<file path="src/rtl/tx_pkg.sv">
// tx_pkg: definitions shared across the PCIe TX path.
//   TX_DATA_W / TX_KEEP_W : AXI4-Stream widths, shared with the TX bridge.
//   arb_state_t           : tx_arbiter grant state encoding.
//   arb_pick()            : round-robin packet-level pick between two sources.
package tx_pkg;

  localparam int unsigned TX_DATA_W = 64;
  localparam int unsigned TX_KEEP_W = 8;

  typedef enum logic [1:0] {
    IDLE   = 2'b00,
    GRANT0 = 2'b01,
    GRANT1 = 2'b10
  } arb_state_t;

  // last_grant = 1 means source 1 was granted most recently, so a tie goes to source 0.
  function automatic arb_state_t arb_pick(input logic v0, input logic v1,
                                          input logic last_grant);
    if (v0 && v1) begin
      return last_grant ? GRANT0 : GRANT1;
    end else if (v0) begin
      return GRANT0;
    end else if (v1) begin
      return GRANT1;
    end else begin
      return IDLE;
    end
  endfunction

endpackage

</file>
<file path="src/rtl/tx_out_reg.sv">
// tx_out_reg: single-stage AXI4-Stream output register.
//   clk, reset          : clock, synchronous active-high reset
//   load                : a beat is accepted this cycle; capture in_* and raise out_valid
//   in_data/keep/last   : beat to capture
//   out_ready           : downstream ready
//   out_valid/data/keep/last : registered stream towards the PCIe core
//   slot_free           : register can take a beat this cycle (~out_valid | out_ready)
module tx_out_reg #(
  parameter int unsigned DATA_W = 64,
  parameter int unsigned KEEP_W = 8
) (
  input  logic              clk,
  input  logic              reset,
  input  logic              load,
  input  logic [DATA_W-1:0] in_data,
  input  logic [KEEP_W-1:0] in_keep,
  input  logic              in_last,
  input  logic              out_ready,
  output logic              out_valid,
  output logic [DATA_W-1:0] out_data,
  output logic [KEEP_W-1:0] out_keep,
  output logic              out_last,
  output logic              slot_free
);

  assign slot_free = ~out_valid | out_ready;

  // Payload only changes on load, so it is stable while stalled and holds after drain.
  always_ff @(posedge clk) begin
    if (reset) begin
      out_valid <= 1'b0;
      out_data  <= '0;
      out_keep  <= '0;
      out_last  <= 1'b0;
    end else if (load) begin
      out_valid <= 1'b1;
      out_data  <= in_data;
      out_keep  <= in_keep;
      out_last  <= in_last;
    end else if (out_ready) begin
      out_valid <= 1'b0;
    end
  end

endmodule

</file>
<file path="src/rtl/tx_arbiter.sv">
// tx_arbiter: packet-level round-robin arbiter sharing the PCIe TX AXI4-Stream
// port between source 0 (completions) and source 1 (requests/messages).
// A grant is held from first beat through the last beat; re-arbitration happens
// on the accepted last beat, so back-to-back packets have no idle cycle.
//   clk, reset                  : clock, synchronous active-high reset
//   s0_* / s1_*                 : source streams (valid/ready/data/keep/last)
//   AXI_out_*                   : registered stream to the PCIe core
//   pkt_count0 / pkt_count1     : wrapping per-source forwarded-packet counters
//   arb_error                   : sticky stall watchdog flag
// Optional feature: define TX_ARB_WATCHDOG_EN to enable the stall watchdog
// (limit WDOG_CYCLES); otherwise arb_error is tied to 0.
module tx_arbiter
  import tx_pkg::*;
#(
  parameter int unsigned DATA_W      = TX_DATA_W,
  parameter int unsigned KEEP_W      = TX_KEEP_W,
  parameter int unsigned CNT_W       = 16,
  parameter int unsigned WDOG_CYCLES = 256
) (
  input  logic              clk,
  input  logic              reset,

  input  logic              s0_valid,
  output logic              s0_ready,
  input  logic [DATA_W-1:0] s0_data,
  input  logic [KEEP_W-1:0] s0_keep,
  input  logic              s0_last,

  input  logic              s1_valid,
  output logic              s1_ready,
  input  logic [DATA_W-1:0] s1_data,
  input  logic [KEEP_W-1:0] s1_keep,
  input  logic              s1_last,

  output logic              AXI_out_valid,
  input  logic              AXI_out_ready,
  output logic [DATA_W-1:0] AXI_out_data,
  output logic [KEEP_W-1:0] AXI_out_keep,
  output logic              AXI_out_last,

  output logic [CNT_W-1:0]  pkt_count0,
  output logic [CNT_W-1:0]  pkt_count1,
  output logic              arb_error
);

  arb_state_t state;
  arb_state_t pick;
  logic       last_grant;
  logic       slot_free;
  logic       acc0;
  logic       acc1;
  logic       load;
  logic [DATA_W-1:0] mux_data;
  logic [KEEP_W-1:0] mux_keep;
  logic              mux_last;

  assign s0_ready = (state == GRANT0) & slot_free;
  assign s1_ready = (state == GRANT1) & slot_free;
  assign acc0     = s0_valid & s0_ready;
  assign acc1     = s1_valid & s1_ready;
  assign load     = acc0 | acc1;
  assign pick     = arb_pick(s0_valid, s1_valid, last_grant);

  always_comb begin
    mux_data = s0_data;
    mux_keep = s0_keep;
    mux_last = s0_last;
    if (acc1) begin
      mux_data = s1_data;
      mux_keep = s1_keep;
      mux_last = s1_last;
    end
  end

  tx_out_reg #(
    .DATA_W (DATA_W),
    .KEEP_W (KEEP_W)
  ) u_out_reg (
    .clk       (clk),
    .reset     (reset),
    .load      (load),
    .in_data   (mux_data),
    .in_keep   (mux_keep),
    .in_last   (mux_last),
    .out_ready (AXI_out_ready),
    .out_valid (AXI_out_valid),
    .out_data  (AXI_out_data),
    .out_keep  (AXI_out_keep),
    .out_last  (AXI_out_last),
    .slot_free (slot_free)
  );

  // Re-arbitrating on the accepted last beat (not after it) gives zero-bubble
  // hand-over; the current source's own valid is part of that pick.
  always_ff @(posedge clk) begin
    if (reset) begin
      state      <= IDLE;
      last_grant <= 1'b1;
      pkt_count0 <= '0;
      pkt_count1 <= '0;
    end else begin
      case (state)
        IDLE: begin
          state <= pick;
          if (pick != IDLE) last_grant <= (pick == GRANT1);
        end
        GRANT0: begin
          if (acc0 && s0_last) begin
            pkt_count0 <= pkt_count0 + CNT_W'(1);
            state      <= pick;
            if (pick != IDLE) last_grant <= (pick == GRANT1);
          end
        end
        GRANT1: begin
          if (acc1 && s1_last) begin
            pkt_count1 <= pkt_count1 + CNT_W'(1);
            state      <= pick;
            if (pick != IDLE) last_grant <= (pick == GRANT1);
          end
        end
        default: state <= IDLE;
      endcase
    end
  end

`ifdef TX_ARB_WATCHDOG_EN
  localparam int unsigned WDOG_W = $clog2(WDOG_CYCLES + 1);
  localparam logic [WDOG_W-1:0] WDOG_LIM = WDOG_W'(WDOG_CYCLES - 1);

  logic [WDOG_W-1:0] stall_cnt;
  logic              stalled;
  logic              err_q;

  assign stalled = ((state == GRANT0) & ~s0_valid) |
                   ((state == GRANT1) & ~s1_valid);

  // The grant is never revoked here; the flag only reports the stall.
  always_ff @(posedge clk) begin
    if (reset) begin
      stall_cnt <= '0;
      err_q     <= 1'b0;
    end else if (load || (state == IDLE)) begin
      stall_cnt <= '0;
    end else if (stalled) begin
      if (stall_cnt == WDOG_LIM) begin
        err_q <= 1'b1;
      end else begin
        stall_cnt <= stall_cnt + WDOG_W'(1);
      end
    end
  end

  assign arb_error = err_q;
`else
  logic wdog_cfg_unused;
  assign wdog_cfg_unused = (WDOG_CYCLES == 0);
  assign arb_error       = 1'b0;
`endif

endmodule
</file>
<file path="config.mk">
export PLATFORM = sky130hd
export DESIGN_NAME = tx_arbiter
export DESIGN_NICKNAME = d
export VERILOG_FILES = /design/src/rtl/tx_pkg.sv /design/src/rtl/tx_out_reg.sv /design/src/rtl/tx_arbiter.sv
export SDC_FILE = /design/constraint.sdc
export NUM_CORES = 1
export LEC_CHECK = 0
export CELL_PAD_IN_SITES_DETAIL_PLACEMENT = 1
export CELL_PAD_IN_SITES_GLOBAL_PLACEMENT = 2
export CORE_MARGIN = 5
export CORE_UTILIZATION = 20
export DETAILED_ROUTE_END_ITERATION = 7
export HOLD_SLACK_MARGIN = 0.02
export PLACE_DENSITY = 0.77
export SLEW_MARGIN = 40
export SYNTH_ARGS = -nofsm -noshare
export SYNTH_HDL_FRONTEND = slang
export SYNTH_SLANG_ARGS = --single-unit
export TNS_END_PERCENT = 30
</file>
<file path="constraint.sdc">
create_clock -name clk -period 1.8 [get_ports clk]
set_input_delay 0.18 -clock clk [delete_from_list [all_inputs] [get_ports clk]]
set_output_delay 0.18 -clock clk [all_outputs]
set_load 0.005 [all_outputs]
</file>
## Word-level counts from Yosys, hierarchy flattened

Index checks and enable logic that the tools add are counted.

| cells by class | value |
|---|---|
| reduce and logical (&&, ||, !) cells | 11 |
| $add $sub $neg | 2 |
| multiplexer cells | 16 |
| bitwise operators | 7 |
| equality and inequality tests | 5 |

Operator list:

| kind | number |
|---|---|
| 64-bit 2-to-1 mux | 1 |
| 16-bit by 1-bit adder with 16-bit output, second input constant | 2 |
| 2-bit 2-to-1 mux | 6 |
| 8-bit 2-to-1 mux | 1 |
| 1-bit 2-to-1 mux | 6 |
| 2-bit one-hot mux with 3 select lines | 1 |
| 2-bit AND reduction | 3 |
| 1-bit AND | 4 |
| 2-bit equality test, second input constant | 2 |
| 2-bit by 1-bit inequality test with 1-bit output, second input constant | 2 |
| 2-bit nonzero test | 2 |
| 1-bit logical AND | 3 |
| 1-bit one-hot mux with 3 select lines | 1 |
| 3-bit AND reduction | 1 |
| 3-bit nonzero test | 1 |
| 2-bit by 1-bit equality test with 1-bit output, second input constant | 1 |
| 2-bit zero test | 1 |
| 1-bit OR | 2 |
| 1-bit inverter | 1 |

| storage, ports and cells | value |
|---|---|
| input port bits | 151 |
| register bits after elaboration | 109 |
| output and inout bits | 109 |
| word-level logic and storage cells | 49 |

## Depth between registers and ports, before layout

| depth | value |
|---|---|
| word-level depth | 7 |
| gate-level depth with buffers | 7 |
| gate-level depth less buffers | 5 |

## By module

A second synthesis with hierarchy kept.

| unflattened totals | value |
|---|---|
| cells, all modules | 525 |
| area, all modules | 5268.8 sq um |

By module, submodules not included:

| module | sequential area each (sq um) | instances | area each (sq um) | cells an instance |
|---|---|---|---|---|
| tx_out_reg | 1481.4 | 1 | 2672.6 | 239 |
| tx_arbiter | 700.7 | 1 | 2596.2 | 286 |

## Worst setup path before layout

No wires, ideal clock.

| timing | value |
|---|---|
| path kind | register -> register |
| start | register u_out_reg.out_valid |
| end | register pkt_count1[15] |
| slack | -0.014 ns |
| library setup time | 0.121 ns |
| stages on the path, launching flop included | 6 |
| buffers on the path | 1 |
| clock period less this slack | 1.814 ns |
| arrival time | 1.693 ns |
| data required time | 1.679 ns |
| path through | dfxtp_1 and2b_1 or4_4 buf_6 nor4_1 mux2_2 |

| between the ends | value |
|---|---|
| cells in the longest elaborated chain, start to end | 6 |

Ends and longest elaborated chain:

| item | line | text |
|---|---|---|
| from (decl) | tx_out_reg.sv:19 | `output logic out_valid,` |
| from (signal assigned) | tx_out_reg.sv:31 | `out_valid <= 1'b0;` |
| from (signal assigned) | tx_out_reg.sv:36 | `out_valid <= 1'b1;` |
| from (signal assigned) | tx_out_reg.sv:41 | `out_valid <= 1'b0;` |
| 1-bit inverter | tx_out_reg.sv:26 | `assign slot_free = ~out_valid \| out_ready;` |
| 1-bit OR | tx_out_reg.sv:26 |  |
| 1-bit AND | tx_arbiter.sv:58 | `assign s1_ready = (state == GRANT1) & slot_free;` |
| 1-bit AND | tx_arbiter.sv:60 | `assign acc1 = s1_valid & s1_ready;` |
| 1-bit logical AND | tx_arbiter.sv:115 | `if (acc1 && s1_last) begin` |
| 2-bit AND reduction (no source line) | -- |  |
| to (signal assigned) | tx_arbiter.sv:116 | `pkt_count1 <= pkt_count1 + CNT_W'(1);` |
| to (decl) | tx_arbiter.sv:42 | `output logic [CNT_W-1:0] pkt_count1,` |

No other way between the ends.
A chain may end at the register's enable or synchronous reset.

## Worst setup path in the final report

| timing | value |
|---|---|
| start | input AXI_out_ready |
| end | register pkt_count1[9] |

| between the ends | value |
|---|---|
| cells in the longest elaborated chain, start to end | 5 |

Ends and longest elaborated chain:

| item | line | text |
|---|---|---|
| from (decl) | tx_arbiter.sv:36 | `input logic AXI_out_ready,` |
| 1-bit OR | tx_out_reg.sv:26 |  |
| 1-bit AND | tx_arbiter.sv:58 |  |
| 1-bit AND | tx_arbiter.sv:60 |  |
| 1-bit logical AND | tx_arbiter.sv:115 |  |
| 2-bit AND reduction (no source line) | -- |  |

No other way between the ends.

==> run metrics <==
GRT Resource Usage Total=13.1%; Worst Clk Skew=0.0171 ns; DP Worst Slack=-0.316 ns; CTS tree=built; Tcrit/Tclk final=96.8%; Placer Congestion=0.757; final-report setup violation count=0; Clock Sinks=109; die area=27700 um2; Slew Limit Fails=0; Initial Utilization=20.2%; Synth cell types=40; Crit Path Class=in2reg; fin crit period=1.74 ns; first-pass GRT wire length=29.5 mm; placed cell count=1127; CP max FO=6; CORE AREA=24200 um2; Cells after Synth=531; Starting DRT DRC Count=172; max incr delay on CP=0.57 ns; HPWL after DPL=14.3 mm; Root Driver=clkbuf_16; row count=57; Post-synth top flop=dfxtp_1; Avg Cell Area, Syn=9.20 um2; Area Growth Syn to Fin=77.5%; Clock Path Buffers=2; DRC violations left=0; initial antenna violation count=1; count leader, synth=dfxtp_1; post-synth net total=684; share of layout cells above drive strength 1=11.7%; asr flop ratio synth=0%; vias in the first global route=5271; status=complete, no violations; setup TNS=0 ns; largest net degree at the start of global routing=67; Area contributors post-synth=dfxtp_1, mux2i_1, a211oi_1; WHS=0.171 ns; Yosys top cell area share=44.7%; EDFF count, synth=0; vias per inst=4.40; Tot Pwr=6020 uW; Routed Antenna Nets=0; clk slew on worst S/H paths=0.08 ns; drt total wl=18.8 mm; Max Fclk=0.574 GHz; Worst EP arrival=2.02 ns; htree depth=3; drt wl/cell=16.4 um; Mapped Area=4890 um2; total CTS buffers=9; Worst-Skew Late Latency=0.35 ns; cell taking the most area after synthesis=dfxtp_1; Hold/Removal Path Class=in2reg; Layout Nets=972; DR vias=5056; LEAKAGE=0.00353 uW; # IOs=260; die height=166 um; maximum vdd ir drop=0.348 mV; Synth Register Bits=109; Final WS setup=0.0571 ns; Setup crit end kind=flip-flop; register area share after synthesis=44.7%; critical path's slowest cell=or4_4; commonest cells in the netlist=dfxtp_1, nor2_1, mux2i_1; Pre-Repair DR Iteration Count=4; pwr dens=694 nW/um2; ordered list of cells on the worst path=clkdlybuf4s50_1 -> and2b_1 -> or4_4 -> or4_1 -> a21oi_1; die width=166 um; RSZ-0062 raised after global routing=true; Synth warnings=0; Hold Fails Final Rpt=0; GR Overflow Total=0; Worst EP required=2.07 ns; max-cap viol count=0; CP Launch Type=input port; Post-Layout Cell Count=1149; port buffer count=258
power by group:
part / switching (uW) / internal, uW
combinational: 495 / 894
clock: 999 / 959
sequential: 93.6 / 2580
total: 1590 / 4430
worst max-delay path: cells and delay by family:
kind / cells / cell delay, ns
AOI/OAI and AO/OA: 1 / 0.16
buffers and inverters: 1 / 0.47
and+or+nand+nor: 3 / 1.21
placed cells by master, fill, tap and decap left out, drive strengths merged, types with 2 or more instances in the layout:
cell,instances
a211oi,72
a21oi,19
a31oi,2
and2b,2
and3,3
and4,4
buf,62
clkbuf,10
clkdlybuf4s50,255
clkinv,4
dfxtp,109
dlygate4sd2,2
ha,2
inv,7
mux2,4
mux2i,74
nand2,11
nand2b,3
nand3,15
nand4,8
nor2,91
nor2b,4
nor3,3
nor4,2
o21ai,8
o31ai,12
or3,8
or4,12
xor2,7
what timing repair did:
item                                    in CTS  in global routing
pin swaps                                    0                  3
endpoints found under the setup margin       4                 13
resized for setup                            7                  8
setup buffers                                0                  4
gates cloned                                 0                  1
hold buffers                                 0                  0
endpoints found under the hold margin        0                  0
path summary, 6_finish.rpt:
path                                          start             end  slack, ns  cells past startpoint
worst min register to register       pkt_count0[15]  pkt_count0[15]       0.48                      2
worst max register to register  u_out_reg.out_valid   pkt_count1[9]       0.06                      4
worst min-delay path                          reset  pkt_count1[13]       0.17                      2
worst max-delay path                  AXI_out_ready   pkt_count1[9]       0.06                      5
metrics by stage:
step	utilization (%)	area, um2
after floorplan	-	4890
after global placement	34.4	8320
after detailed placement	34.4	8320
after CTS	35.6	8610
after global routing	35.9	8670
final	35.9	8670
cell families (layout without fill, tap and decap cells):
family                     count (synthesis)  in the layout  share of synthesized area (%)
buffers and inverters                     48            340                           4.12
AOI/OAI and AO/OA                        117            117                           16.6
adders and majority gates                  2              2                          0.512
DFF                                      109            109                           44.7
and+or+nand+nor                          168            169                           16.5
other                                      1              2                         0.0768
xor gates and xnor gates                   8              8                           1.43
muxes                                     78             78                           16.1
per-layer routing:
| layer | vias to the layer above | GRT usage (%) | routed length (um) |
|---|---|---|---|
| met1 | 2394 | 15.9 | 8090 |
| met4 | 0 | 2.74 | 142 |
| met5 | - | 0 | 0 |
| li1 | 2520 | - | - |
| met2 | 130 | 22.4 | 9200 |
| met3 | 12 | 4.69 | 1350 |
state kept, by name, indices dropped and copies added (netlist names):
name / count
last_grant: 1
pkt_count0: 16
pkt_count1: 16
state: 2
u_out_reg.out_data: 64
u_out_reg.out_keep: 8
u_out_reg.out_last: 1
u_out_reg.out_valid: 1
cell type report:
| cell class | instances | area, um2 |
|---|---|---|
| clock inverters | 6 | 47.5 |
| clock buffers | 10 | 229 |
| repair buffers | 319 | 3210 |
| well taps | 324 | 405 |
| inverters | 5 | 18.8 |
| multi-input cells | 375 | 2570 |
| fillers | 2765 | 15500 |
| diodes | 1 | 2.50 |
| flip-flops and latches | 109 | 2190 |
(Power assumes the default switching activity.)
